==> config.mk <==
export PLATFORM = sky130hd
export DESIGN_NAME = stopwatch_mux_ctrl
export DESIGN_NICKNAME = d
export VERILOG_FILES = /design/src/rtl/stopwatch_pkg.sv /design/src/rtl/seg7_decode.sv /design/src/rtl/stopwatch_mux_ctrl.sv
export SDC_FILE = /design/constraint.sdc
export NUM_CORES = 1
export LEC_CHECK = 0
export ABC_CLOCK_PERIOD_IN_PS = 5950
export CAP_MARGIN = 25
export CORE_UTILIZATION = 55
export CTS_CLUSTER_SIZE = 10
export DETAILED_ROUTE_END_ITERATION = 8
export PLACE_DENSITY = 0.74
export SLEW_MARGIN = 30
export SYNTH_ARGS = -nofsm -noshare
export SYNTH_HDL_FRONTEND = slang
export SYNTH_SLANG_ARGS = --single-unit
==> constraint.sdc <==
create_clock -name clk -period 5.95 [get_ports clk]
set_input_delay 1.19 -clock clk [delete_from_list [all_inputs] [get_ports clk]]
set_output_delay 1.19 -clock clk [all_outputs]
set_load 0.02 [all_outputs]
==> src/rtl/stopwatch_pkg.sv <==
// ============================================================================
// Module   : stopwatch_pkg
// Brief    : Shared state encodings, BCD limits and 7-segment code table.
// Revision : 1.0
// ============================================================================
`default_nettype none

package stopwatch_pkg;

  typedef logic [1:0] state_t;

  localparam state_t ST_CLEAR  = 2'd0;
  localparam state_t ST_RUN    = 2'd1;
  localparam state_t ST_PAUSED = 2'd2;
  localparam state_t ST_ADJ    = 2'd3;

  localparam logic [6:0] SEG_BLANK = 7'h7F;
  localparam logic [3:0] UNITS_MAX = 4'd9;
  localparam logic [3:0] TENS_MAX  = 4'd5;

  // Even digit positions are units (0-9), odd positions are tens (0-5).
  function automatic logic [3:0] digit_max(input int pos);
    digit_max = (pos % 2 == 0) ? UNITS_MAX : TENS_MAX;
  endfunction

  // Active-low cathodes, bit order {G,F,E,D,C,B,A}.
  function automatic logic [6:0] seg7_code(input logic [3:0] bcd);
    case (bcd)
      4'd0:    seg7_code = 7'h40;
      4'd1:    seg7_code = 7'h79;
      4'd2:    seg7_code = 7'h24;
      4'd3:    seg7_code = 7'h30;
      4'd4:    seg7_code = 7'h19;
      4'd5:    seg7_code = 7'h12;
      4'd6:    seg7_code = 7'h02;
      4'd7:    seg7_code = 7'h78;
      4'd8:    seg7_code = 7'h00;
      4'd9:    seg7_code = 7'h10;
      default: seg7_code = SEG_BLANK;
    endcase
  endfunction

endpackage

`default_nettype wire

==> src/rtl/seg7_decode.sv <==
// ============================================================================
// Module   : seg7_decode
// Brief    : Combinational BCD to active-low 7-segment decoder with blanking.
// Revision : 1.0
// ============================================================================
`default_nettype none

module seg7_decode
  import stopwatch_pkg::*;
(
  input  logic [3:0] bcd_i,
  input  logic       blank_i,
  output logic [6:0] seg_o
);

  assign seg_o = blank_i ? SEG_BLANK : seg7_code(bcd_i);

endmodule

`default_nettype wire

==> src/rtl/stopwatch_mux_ctrl.sv <==
// ============================================================================
// Module   : stopwatch_mux_ctrl
// Brief    : Base-60 stopwatch core with run/pause/adjust control, blinking
//            adjust field and multiplexed 7-segment scan. Optional lap freeze
//            of the display is enabled by defining STOPWATCH_LAP_EN.
// Revision : 1.0
// ============================================================================
`default_nettype none

module stopwatch_mux_ctrl
  import stopwatch_pkg::*;
#(
  parameter  int NUM_DIGITS = 4,
  parameter  int TICK_DIV   = 100_000_000,
  parameter  int ADJ_DIV    = 50_000_000,
  parameter  int BLINK_DIV  = 25_000_000,
  parameter  int SCAN_DIV   = 100_000,
  localparam int NUM_FIELDS = NUM_DIGITS / 2,
  localparam int SEL_W      = (NUM_FIELDS > 1) ? $clog2(NUM_FIELDS) : 1
) (
  input  logic                    clk,
  input  logic                    rst,
  input  logic                    pause_btn,
`ifdef STOPWATCH_LAP_EN
  input  logic                    lap_btn,
`endif
  input  logic                    adj_sw,
  input  logic [SEL_W-1:0]        sel_sw,
  output logic [NUM_DIGITS-1:0]   an,
  output logic [6:0]              seg,
  output logic [4*NUM_DIGITS-1:0] digits_bcd,
  output logic                    rollover
);

  localparam int TICK_W  = (TICK_DIV > 1)   ? $clog2(TICK_DIV)   : 1;
  localparam int ADJ_W   = (ADJ_DIV > 1)    ? $clog2(ADJ_DIV)    : 1;
  localparam int BLINK_W = (BLINK_DIV > 1)  ? $clog2(BLINK_DIV)  : 1;
  localparam int SCAN_W  = (SCAN_DIV > 1)   ? $clog2(SCAN_DIV)   : 1;
  localparam int IDX_W   = (NUM_DIGITS > 1) ? $clog2(NUM_DIGITS) : 1;

  localparam logic [TICK_W-1:0]  TICK_LAST  = TICK_W'(TICK_DIV - 1);
  localparam logic [ADJ_W-1:0]   ADJ_LAST   = ADJ_W'(ADJ_DIV - 1);
  localparam logic [BLINK_W-1:0] BLINK_LAST = BLINK_W'(BLINK_DIV - 1);
  localparam logic [SCAN_W-1:0]  SCAN_LAST  = SCAN_W'(SCAN_DIV - 1);
  localparam logic [IDX_W-1:0]   IDX_LAST   = IDX_W'(NUM_DIGITS - 1);

  logic [2:0]              pause_s_q;
  logic [1:0]              adj_s_q;
  logic [SEL_W-1:0]        sel_s1_q, sel_s2_q;
  state_t                  state_q, state_d;
  logic [TICK_W-1:0]       tick_q, tick_d;
  logic [ADJ_W-1:0]        adjdiv_q, adjdiv_d;
  logic [BLINK_W-1:0]      blinkcnt_q, blinkcnt_d;
  logic                    blink_q, blink_d;
  logic [SCAN_W-1:0]       scancnt_q, scancnt_d;
  logic [IDX_W-1:0]        scanidx_q, scanidx_d;
  logic [4*NUM_DIGITS-1:0] digits_q, digits_d;
  logic                    rollover_q, rollover_d;
  logic [NUM_DIGITS-1:0]   an_q, an_d;
  logic [6:0]              seg_q, seg_d;

  logic                    pause_rise, adj_lvl;
  logic                    tick_wrap, adj_wrap, blink_wrap, scan_wrap;
  logic                    carry;
  logic [3:0]              cur_bcd;
  logic                    blank;
  logic [4*NUM_DIGITS-1:0] disp_digits;

  assign pause_rise = pause_s_q[1] & ~pause_s_q[2];
  assign adj_lvl    = adj_s_q[1];

  always_comb begin
    state_d = state_q;
    case (state_q)
      ST_CLEAR:  state_d = ST_RUN;
      ST_RUN: begin
        if (pause_rise)   state_d = ST_PAUSED;
        else if (adj_lvl) state_d = ST_ADJ;
      end
      ST_PAUSED: begin
        if (pause_rise)   state_d = adj_lvl ? ST_ADJ : ST_RUN;
      end
      ST_ADJ: begin
        if (pause_rise)   state_d = ST_PAUSED;
        else if (!adj_lvl) state_d = ST_RUN;
      end
      default:   state_d = ST_CLEAR;
    endcase
  end

  // The tick divider only advances in RUN, so it resumes mid-second after PAUSED/ADJ.
  always_comb begin
    tick_wrap  = (state_q == ST_RUN) && (tick_q == TICK_LAST);
    adj_wrap   = (state_q == ST_ADJ) && (adjdiv_q == ADJ_LAST);
    blink_wrap = (state_q == ST_ADJ) && (blinkcnt_q == BLINK_LAST);
    scan_wrap  = (scancnt_q == SCAN_LAST);

    tick_d = tick_q;
    if (state_q == ST_RUN) tick_d = tick_wrap ? '0 : tick_q + TICK_W'(1);

    adjdiv_d   = (state_q == ST_ADJ && !adj_wrap)   ? adjdiv_q + ADJ_W'(1)     : '0;
    blinkcnt_d = (state_q == ST_ADJ && !blink_wrap) ? blinkcnt_q + BLINK_W'(1) : '0;
    blink_d    = (state_q == ST_ADJ) ? (blink_q ^ blink_wrap) : 1'b0;

    scancnt_d = scan_wrap ? '0 : scancnt_q + SCAN_W'(1);
    scanidx_d = scanidx_q;
    if (scan_wrap) scanidx_d = (scanidx_q == IDX_LAST) ? '0 : scanidx_q + IDX_W'(1);
  end

  always_comb begin
    digits_d   = digits_q;
    rollover_d = 1'b0;
    carry      = tick_wrap;
    for (int i = 0; i < NUM_DIGITS; i++) begin
      if (carry) begin
        if (digits_q[4*i +: 4] == digit_max(i)) begin
          digits_d[4*i +: 4] = 4'd0;
        end else begin
          digits_d[4*i +: 4] = digits_q[4*i +: 4] + 4'd1;
          carry = 1'b0;
        end
      end
    end
    rollover_d = carry;
    // Adjust wraps the selected field 59 -> 00 without touching neighbours.
    for (int f = 0; f < NUM_FIELDS; f++) begin
      if (adj_wrap && (f == int'(sel_s2_q))) begin
        if (digits_q[8*f +: 4] == UNITS_MAX) begin
          digits_d[8*f +: 4] = 4'd0;
          if (digits_q[8*f+4 +: 4] == TENS_MAX) digits_d[8*f+4 +: 4] = 4'd0;
          else digits_d[8*f+4 +: 4] = digits_q[8*f+4 +: 4] + 4'd1;
        end else begin
          digits_d[8*f +: 4] = digits_q[8*f +: 4] + 4'd1;
        end
      end
    end
  end

`ifdef STOPWATCH_LAP_EN
  logic [2:0]              lap_s_q;
  logic                    lap_rise;
  logic                    lapfrz_q, lapfrz_d;
  logic [4*NUM_DIGITS-1:0] lap_q, lap_d;

  assign lap_rise = lap_s_q[1] & ~lap_s_q[2];

  always_comb begin
    lapfrz_d = lapfrz_q;
    lap_d    = lap_q;
    if (state_d == ST_ADJ) begin
      lapfrz_d = 1'b0;
    end else if (lap_rise && (state_q == ST_RUN || state_q == ST_PAUSED)) begin
      lapfrz_d = ~lapfrz_q;
      if (!lapfrz_q) lap_d = digits_q;
    end
  end

  always_ff @(posedge clk) begin
    if (rst) begin
      lap_s_q  <= '0;
      lapfrz_q <= 1'b0;
      lap_q    <= '0;
    end else begin
      lap_s_q  <= {lap_s_q[1:0], lap_btn};
      lapfrz_q <= lapfrz_d;
      lap_q    <= lap_d;
    end
  end

  assign disp_digits = lapfrz_q ? lap_q : digits_q;
`else
  assign disp_digits = digits_q;
`endif

  always_comb begin
    cur_bcd = 4'd0;
    for (int i = 0; i < NUM_DIGITS; i++) begin
      if (i == int'(scanidx_q)) cur_bcd = disp_digits[4*i +: 4];
    end
    blank = (state_q == ST_ADJ) && blink_q &&
            ((int'(scanidx_q) / 2) == int'(sel_s2_q));
    an_d  = ~(NUM_DIGITS'(1) << scanidx_q);
  end

  seg7_decode u_seg7 (
    .bcd_i   (cur_bcd),
    .blank_i (blank),
    .seg_o   (seg_d)
  );

  always_ff @(posedge clk) begin
    if (rst) begin
      pause_s_q  <= '0;
      adj_s_q    <= '0;
      sel_s1_q   <= '0;
      sel_s2_q   <= '0;
      state_q    <= ST_CLEAR;
      tick_q     <= '0;
      adjdiv_q   <= '0;
      blinkcnt_q <= '0;
      blink_q    <= 1'b0;
      scancnt_q  <= '0;
      scanidx_q  <= '0;
      digits_q   <= '0;
      rollover_q <= 1'b0;
      an_q       <= '1;
      seg_q      <= SEG_BLANK;
    end else begin
      pause_s_q  <= {pause_s_q[1:0], pause_btn};
      adj_s_q    <= {adj_s_q[0], adj_sw};
      sel_s1_q   <= sel_sw;
      sel_s2_q   <= sel_s1_q;
      state_q    <= state_d;
      tick_q     <= tick_d;
      adjdiv_q   <= adjdiv_d;
      blinkcnt_q <= blinkcnt_d;
      blink_q    <= blink_d;
      scancnt_q  <= scancnt_d;
      scanidx_q  <= scanidx_d;
      digits_q   <= digits_d;
      rollover_q <= rollover_d;
      an_q       <= an_d;
      seg_q      <= seg_d;
    end
  end

  assign an         = an_q;
  assign seg        = seg_q;
  assign digits_bcd = digits_q;
  assign rollover   = rollover_q;

endmodule

`default_nettype wire

==> results_dict.tcl, run 1 <==
set metrics [dict create \
    insertion_delay_ps 420 \
    syn_nets 756 \
    cts_setup_buffers 0 \
    p_clk_frac 0.536 \
    combinationalPowerShare 0.018 \
    p_seq_frac 0.445 \
    diodes 0 \
    synth_seq_cells 135 \
    finalHoldViolations 0 \
    status "completed" \
    synth.area.top_cells "dfxtp_1 42%, nor2_1 7.5%, xnor2_1 6.8%, xor2_1 4.6%, nand2_1 3.0%" \
    final_nets 784 \
    r2r_cells 10 \
    fin_tns_setup_ps 0 \
    ys_warn_count 0 \
    p_int_w 0.001658 \
    worst_pin_slew_ps 868.1 \
    postPlaceCellArea_mm2 0.006808 \
    period_needed_ps 2898 \
    min-delay-path-class "reg -> reg" \
    h-tree-depth 4 \
    die_area_mm2 0.01212 \
    overflow 0 \
    cp_slowest_stage_delay_ps 690 \
    fin_skew_ps 6.568 \
    postLayoutCellArea_mm2 0.007446 \
    antenna_found_initial 0 \
    swShare 0.1962 \
    clk_pin_slew_ps 60 \
    layout_common_cells "135 x dfxtp_1, 128 x nor2_1, 52 x nand2_1" \
    avgSynthCellArea_um2 8.709 \
    hold_buffers 0 \
    hold_start "sel_s1_q" \
    vdd_drop_max_uv 176.2 \
    firstDrtPassIters 5 \
    crit_required_ps 4760 \
    ant_nets 0 \
    yosysSeqAreaShare 0.4205 \
    rsz0062_at_grt "no" \
    min_path_cells 1 \
    drt_wl_total_um 13160 \
    async_flop_share 0 \
    path_delay_family "buffers and inverters" \
    synth_enable_flop_cells 0 \
    cts_buffer_depth 2 \
    power_density_mw_per_mm2 277.1 \
    finalCritPeriodShare 0.4871 \
    slew_headroom 0.4213 \
    regArea_mm2 0.002703 \
    area_growth_pct 15.85 \
    critPathLaunchType "flop" \
    synth_flop_cell "dfxtp_1" \
    grt_pass1_vias 4834 \
    die_w_um 110.1 \
    path_cells "clkdlybuf4s50_1" \
    clock-root-buffer "clkbuf_16" \
    drc 0 \
    cts_buffers 17 \
    place_hpwl_um 8938 \
    core_mm2 0.01142 \
    synth.largest_area_cell "dfxtp_1" \
    end_kind "output port" \
    r2r-start "scanidx_q[1]" \
    setup_viol 0 \
    multiInputGateArea_mm2 0.003513 \
    cp.depth 1 \
    synth_cells 738 \
    min_to "sel_s2_q" \
    grt_max_degree 53 \
    crit_slowest_cell "clkdlybuf4s50_1" \
    crit_start "digits_bcd[1]" \
    cap_viol_max_count 0 \
    gp_congestion 0.8705 \
    fill_cells 932 \
    mostFrequentLayoutCell "dfxtp_1" \
    synth_cell_types 60 \
    fp-row-count 39 \
    numClockSinks 135 \
    regToRegSetupSlack_ps 3440 \
    die_h_um 110.1 \
    grt_use_total 0.2253 \
    vias 5283 \
    cts_tree "built" \
    slew_viol_final 0 \
    arrival_ps 1710 \
    viasPerCell 5.736 \
    drt_iter0_markers 310 \
    leakage_nw 2.498 \
    rr_endpoint "seg[3]" \
    post_drt_wl_per_cell_um 14.28 \
    initial_core_util 0.5629 \
    grt_pass1_wl_um 21290 \
    pin_count 33 \
    p_sw_w 0.0004047 \
    crit_type "reg -> out" \
    synth_top_area_frac 0.4205 \
    layout-drive-gt1-share 0.06941 \
    crit_fanout 11 \
    timing.fmax_ghz 0.3450 \
    post_cts_resized 0 \
    path_buf_inv 1 \
    io_buffers 32 \
    netlist_area_mm2 0.006427 \
]
-- sequential cells by signal, indices dropped and copies added (netlist names) --
register,count
pause_s_q,3
digits_bcd,16
scanidx_q,2
adjdiv_q,26
adj_s_q,2
blink_q,1
an,4
state_q,2
blinkcnt_q,25
tick_q,27
sel_s2_q,1
sel_s1_q,1
seg,7
rollover,1
scancnt_q,17
-- worst max-delay path by stage --
stage	end
after floorplan	seg[3]
after global placement	blinkcnt_q[21]
after detailed placement	adjdiv_q[2]
after CTS	digits_bcd[1]
after global routing	digits_bcd[1]
final	digits_bcd[1]
-- cell type report --
cell class,instances,area share
clock inverter,8,0.01949
inverter,26,0.01311
timing repair buffer,34,0.04436
tap,143,0.02403
clock buffer,23,0.06419
sequential,135,0.3630
multi-input combinational,552,0.4719
-- logic make-up (layout without fill, tap and decap cells) --
| family | Yosys count | in the layout | synth area share |
|---|---|---|---|
| xor gates and xnor gates | 84 | 84 | 0.1145 |
| AOI/OAI and AO/OA | 76 | 76 | 0.08293 |
| muxes | 8 | 8 | 0.01363 |
| adders and majority gates | 13 | 13 | 0.02531 |
| DFF | 135 | 135 | 0.4205 |
| buffers and inverters | 51 | 91 | 0.03523 |
| and+or+nand+nor | 371 | 371 | 0.3080 |
-- per-stage QoR --
stage,util,hold slack (ps),power (W),std cells,worst slack (ps)
after floorplan,-,413.8,0.0009633,738,3829
after global placement,0.5962,415.3,0.0009747,890,3204
after detailed placement,0.5962,430.5,0.0009762,890,3131
after CTS,0.6508,452.0,0.002076,921,3057
after global routing,0.6521,461.0,0.002119,921,2970
final,0.6521,442.3,0.002063,921,3052
-- layer usage --
metal | track usage | wire (um)
met5 | 0 | 0
met4 | 0.1006 | 194
met3 | 0.05173 | 665
met2 | 0.3839 | 6309
met1 | 0.2706 | 5986
-- Yosys cell counts, drive strengths merged, types with 4 or more instances --
cell type,instances
clkbuf,13
mux2,6
nand3,38
nand3b,6
dfxtp,135
inv,26
nor2b,15
or3,4
nor3,19
nand4,30
nand2,52
nor4,22
nand2b,6
and4,8
and2,9
buf,12
a21oi,22
a211oi,4
nor2,128
a221oi,4
o21ai,14
ha,13
nand4bb,4
xor2,34
xnor2,50
and3,15
-- power by group through the flow --
stage / registers [W] / logic [W] / clock network, W
after global placement: 0.000938 / 0.0000367 / 0
after global routing: 0.000920 / 0.0000419 / 0.00116
final: 0.000919 / 0.0000374 / 0.00111
after floorplan: 0.000940 / 0.0000236 / 0
after detailed placement: 0.000939 / 0.0000376 / 0
after CTS: 0.000919 / 0.0000378 / 0.00112
Power figures use the tool's default switching activity.
==> run 2, diff against run 1 <==
--- a/config.mk
+++ b/config.mk
@@ -5,7 +5,7 @@
 export SDC_FILE = /design/constraint.sdc
 export NUM_CORES = 1
 export LEC_CHECK = 0
-export ABC_CLOCK_PERIOD_IN_PS = 5950
+export ABC_CLOCK_PERIOD_IN_PS = 2700
 export CAP_MARGIN = 25
 export CORE_UTILIZATION = 55
 export CTS_CLUSTER_SIZE = 10
==> constraint.sdc (replaced) <==
create_clock -name clk -period 2.7 [get_ports clk]
set_input_delay 0.54 -clock clk [delete_from_list [all_inputs] [get_ports clk]]
set_output_delay 0.54 -clock clk [all_outputs]
set_load 0.02 [all_outputs]
==> run 2 against run 1 <==
Global-route usage grew 0.14 points. Flip-flop and latch count is the same. Worst hold slack got worse by 6.9 ps. Via count down 0.64%. Wire length decreased by 1.9%. Die area unchanged. Largest cell class unchanged. Largest power group unchanged.
==> results_dict.tcl, run 2 (synthesized netlist as in run 1, its figures left out) <==
set metrics [dict create \
    firstDrtPassIters 5 \
    diodes 0 \
    slew_headroom 0.6161 \
    post_drt_wl_per_cell_um 13.89 \
    drc 0 \
    drt_wl_total_um 12900 \
    postLayoutCellArea_mm2 0.007548 \
    layout-drive-gt1-share 0.08142 \
    viasPerCell 5.650 \
    crit_type "reg -> reg" \
    gp_congestion 0.8258 \
    regArea_mm2 0.002703 \
    die_w_um 110.1 \
    final_nets 791 \
    ant_nets 0 \
    grt_pass1_wl_um 21620 \
    pin_count 33 \
    cts_buffer_depth 2 \
    die_h_um 110.1 \
    cts_tree "built" \
    min-delay-path-class "reg -> reg" \
    place_hpwl_um 8996 \
    hold_buffers 0 \
    fp-row-count 39 \
    numClockSinks 135 \
    largest_reg_flops 27 \
    core_mm2 0.01142 \
    antenna_found_initial 0 \
    layout_common_cells "135 x dfxtp_1, 128 x nor2_1, 52 x nand2_1" \
    leakage_nw 2.545 \
    grt_pass1_vias 4858 \
    fill_cells 904 \
    crit_required_ps 2960 \
    clock-root-buffer "clkbuf_16" \
    insertion_delay_ps 420 \
    grt_use_total 0.2267 \
    critPathLaunchType "flop" \
    finalCritPeriodShare 0.9087 \
    finalHoldViolations 0 \
    rsz0062_at_grt "no" \
    fin_skew_ps 12.81 \
    initial_core_util 0.5629 \
    overflow 0 \
    fin_tns_setup_ps 0 \
    area_growth_pct 17.44 \
    worst_pin_slew_ps 573.2 \
    arrival_ps 2720 \
    period_needed_ps 2454 \
    io_buffers 32 \
    end_kind "flop" \
    status "completed" \
    die_area_mm2 0.01212 \
    vdd_drop_max_uv 891.2 \
    multiInputGateArea_mm2 0.003498 \
    power_density_mw_per_mm2 629.4 \
    cap_viol_max_count 0 \
    regMostFlops "tick_q" \
    post_cts_resized 0 \
    crit_fanout 9 \
    clk_pin_slew_ps 60 \
    slew_viol_final 0 \
    postPlaceCellArea_mm2 0.006860 \
    hold-worst-slack_ps 435.3 \
    setup_viol 0 \
    top_regs "tick_q (27), adjdiv_q (26), blinkcnt_q (25)" \
    mostFrequentLayoutCell "dfxtp_1" \
    vias 5249 \
    h-tree-depth 4 \
    drt_iter0_markers 300 \
    grt_max_degree 27 \
    cts_buffers 17 \
    cts_setup_buffers 0 \
    timing.fmax_ghz 0.4076 \
]
## run 2: cell types whose count changed in the layout (fill, tap and decap cells not counted), sizes merged
| cell | change |
|---|---|
| clkinv | +1 |
| clkbuf | -3 |
| bufinv | +2 |
| clkinvlp | +1 |
| buf | +7 |
## run 2: worst paths after layout
path / slack [ps] / startpoint / depth (start not counted) / end
worst max-delay path: 250 / scanidx_q[1] / 10 / seg[3]
worst min-delay path: 440 / adj_s_q[0] / 1 / adj_s_q[1]
worst max register to register: 250 / scanidx_q[1] / 10 / seg[3]
worst min register to register: 440 / adj_s_q[0] / 1 / adj_s_q[1]
## run 2: worst max-delay path, cell delays in order, from the launching register on
cell      delay, ps
dfxtp_1         410
inv_1            90
ha_1            280
nand3b_1        190
a221oi_1        350
or2_2           240
inv_1            90
ha_1            300
a21oi_1         180
o21a_1          130
o21ai_0          60
## run 2: cell type report
cell class	count	area share
Multi-Input combinational cell	552	0.4635
Sequential cell	135	0.3580
Clock buffer	20	0.06183
Timing Repair Buffer	41	0.05072
Clock inverter	12	0.02934
Tap cell	143	0.02370
Inverter	26	0.01293
## run 2: metal layers
metal | up-vias | track usage | wire (um) | part of all wire
li1 | 2647 | - | - | -
met1 | 2463 | 0.2799 | 5934 | 0.46
met2 | 117 | 0.3763 | 6102 | 0.47
met3 | 22 | 0.05879 | 607 | 0.047
met4 | 0 | 0.09117 | 259 | 0.020
met5 | - | 0 | 0 | 0
## run 2: power by group
group          switching (W)  internal [W]  leakage, nW  total (W)
Combinational      0.0000515     0.0000347         1.12  0.0000863
Clock               0.000837       0.00180        0.328    0.00264
Sequential         0.0000133       0.00201         1.09    0.00203
Total               0.000902       0.00385         2.55    0.00475
## run 2: metrics by stage
| stage | total power, W | std cells | util | setup WS, ps |
|---|---|---|---|---|
| detailed placement | 0.002154 | 897 | 0.6008 | 278.2 |
| global route | 0.004907 | 929 | 0.6611 | 78.39 |
| global placement | 0.002150 | 897 | 0.6008 | 420.9 |
| floorplan | 0.002123 | 738 | - | 579.0 |
| finish | 0.004751 | 929 | 0.6611 | 246.5 |
| CTS | 0.004793 | 929 | 0.6611 | 276.3 |
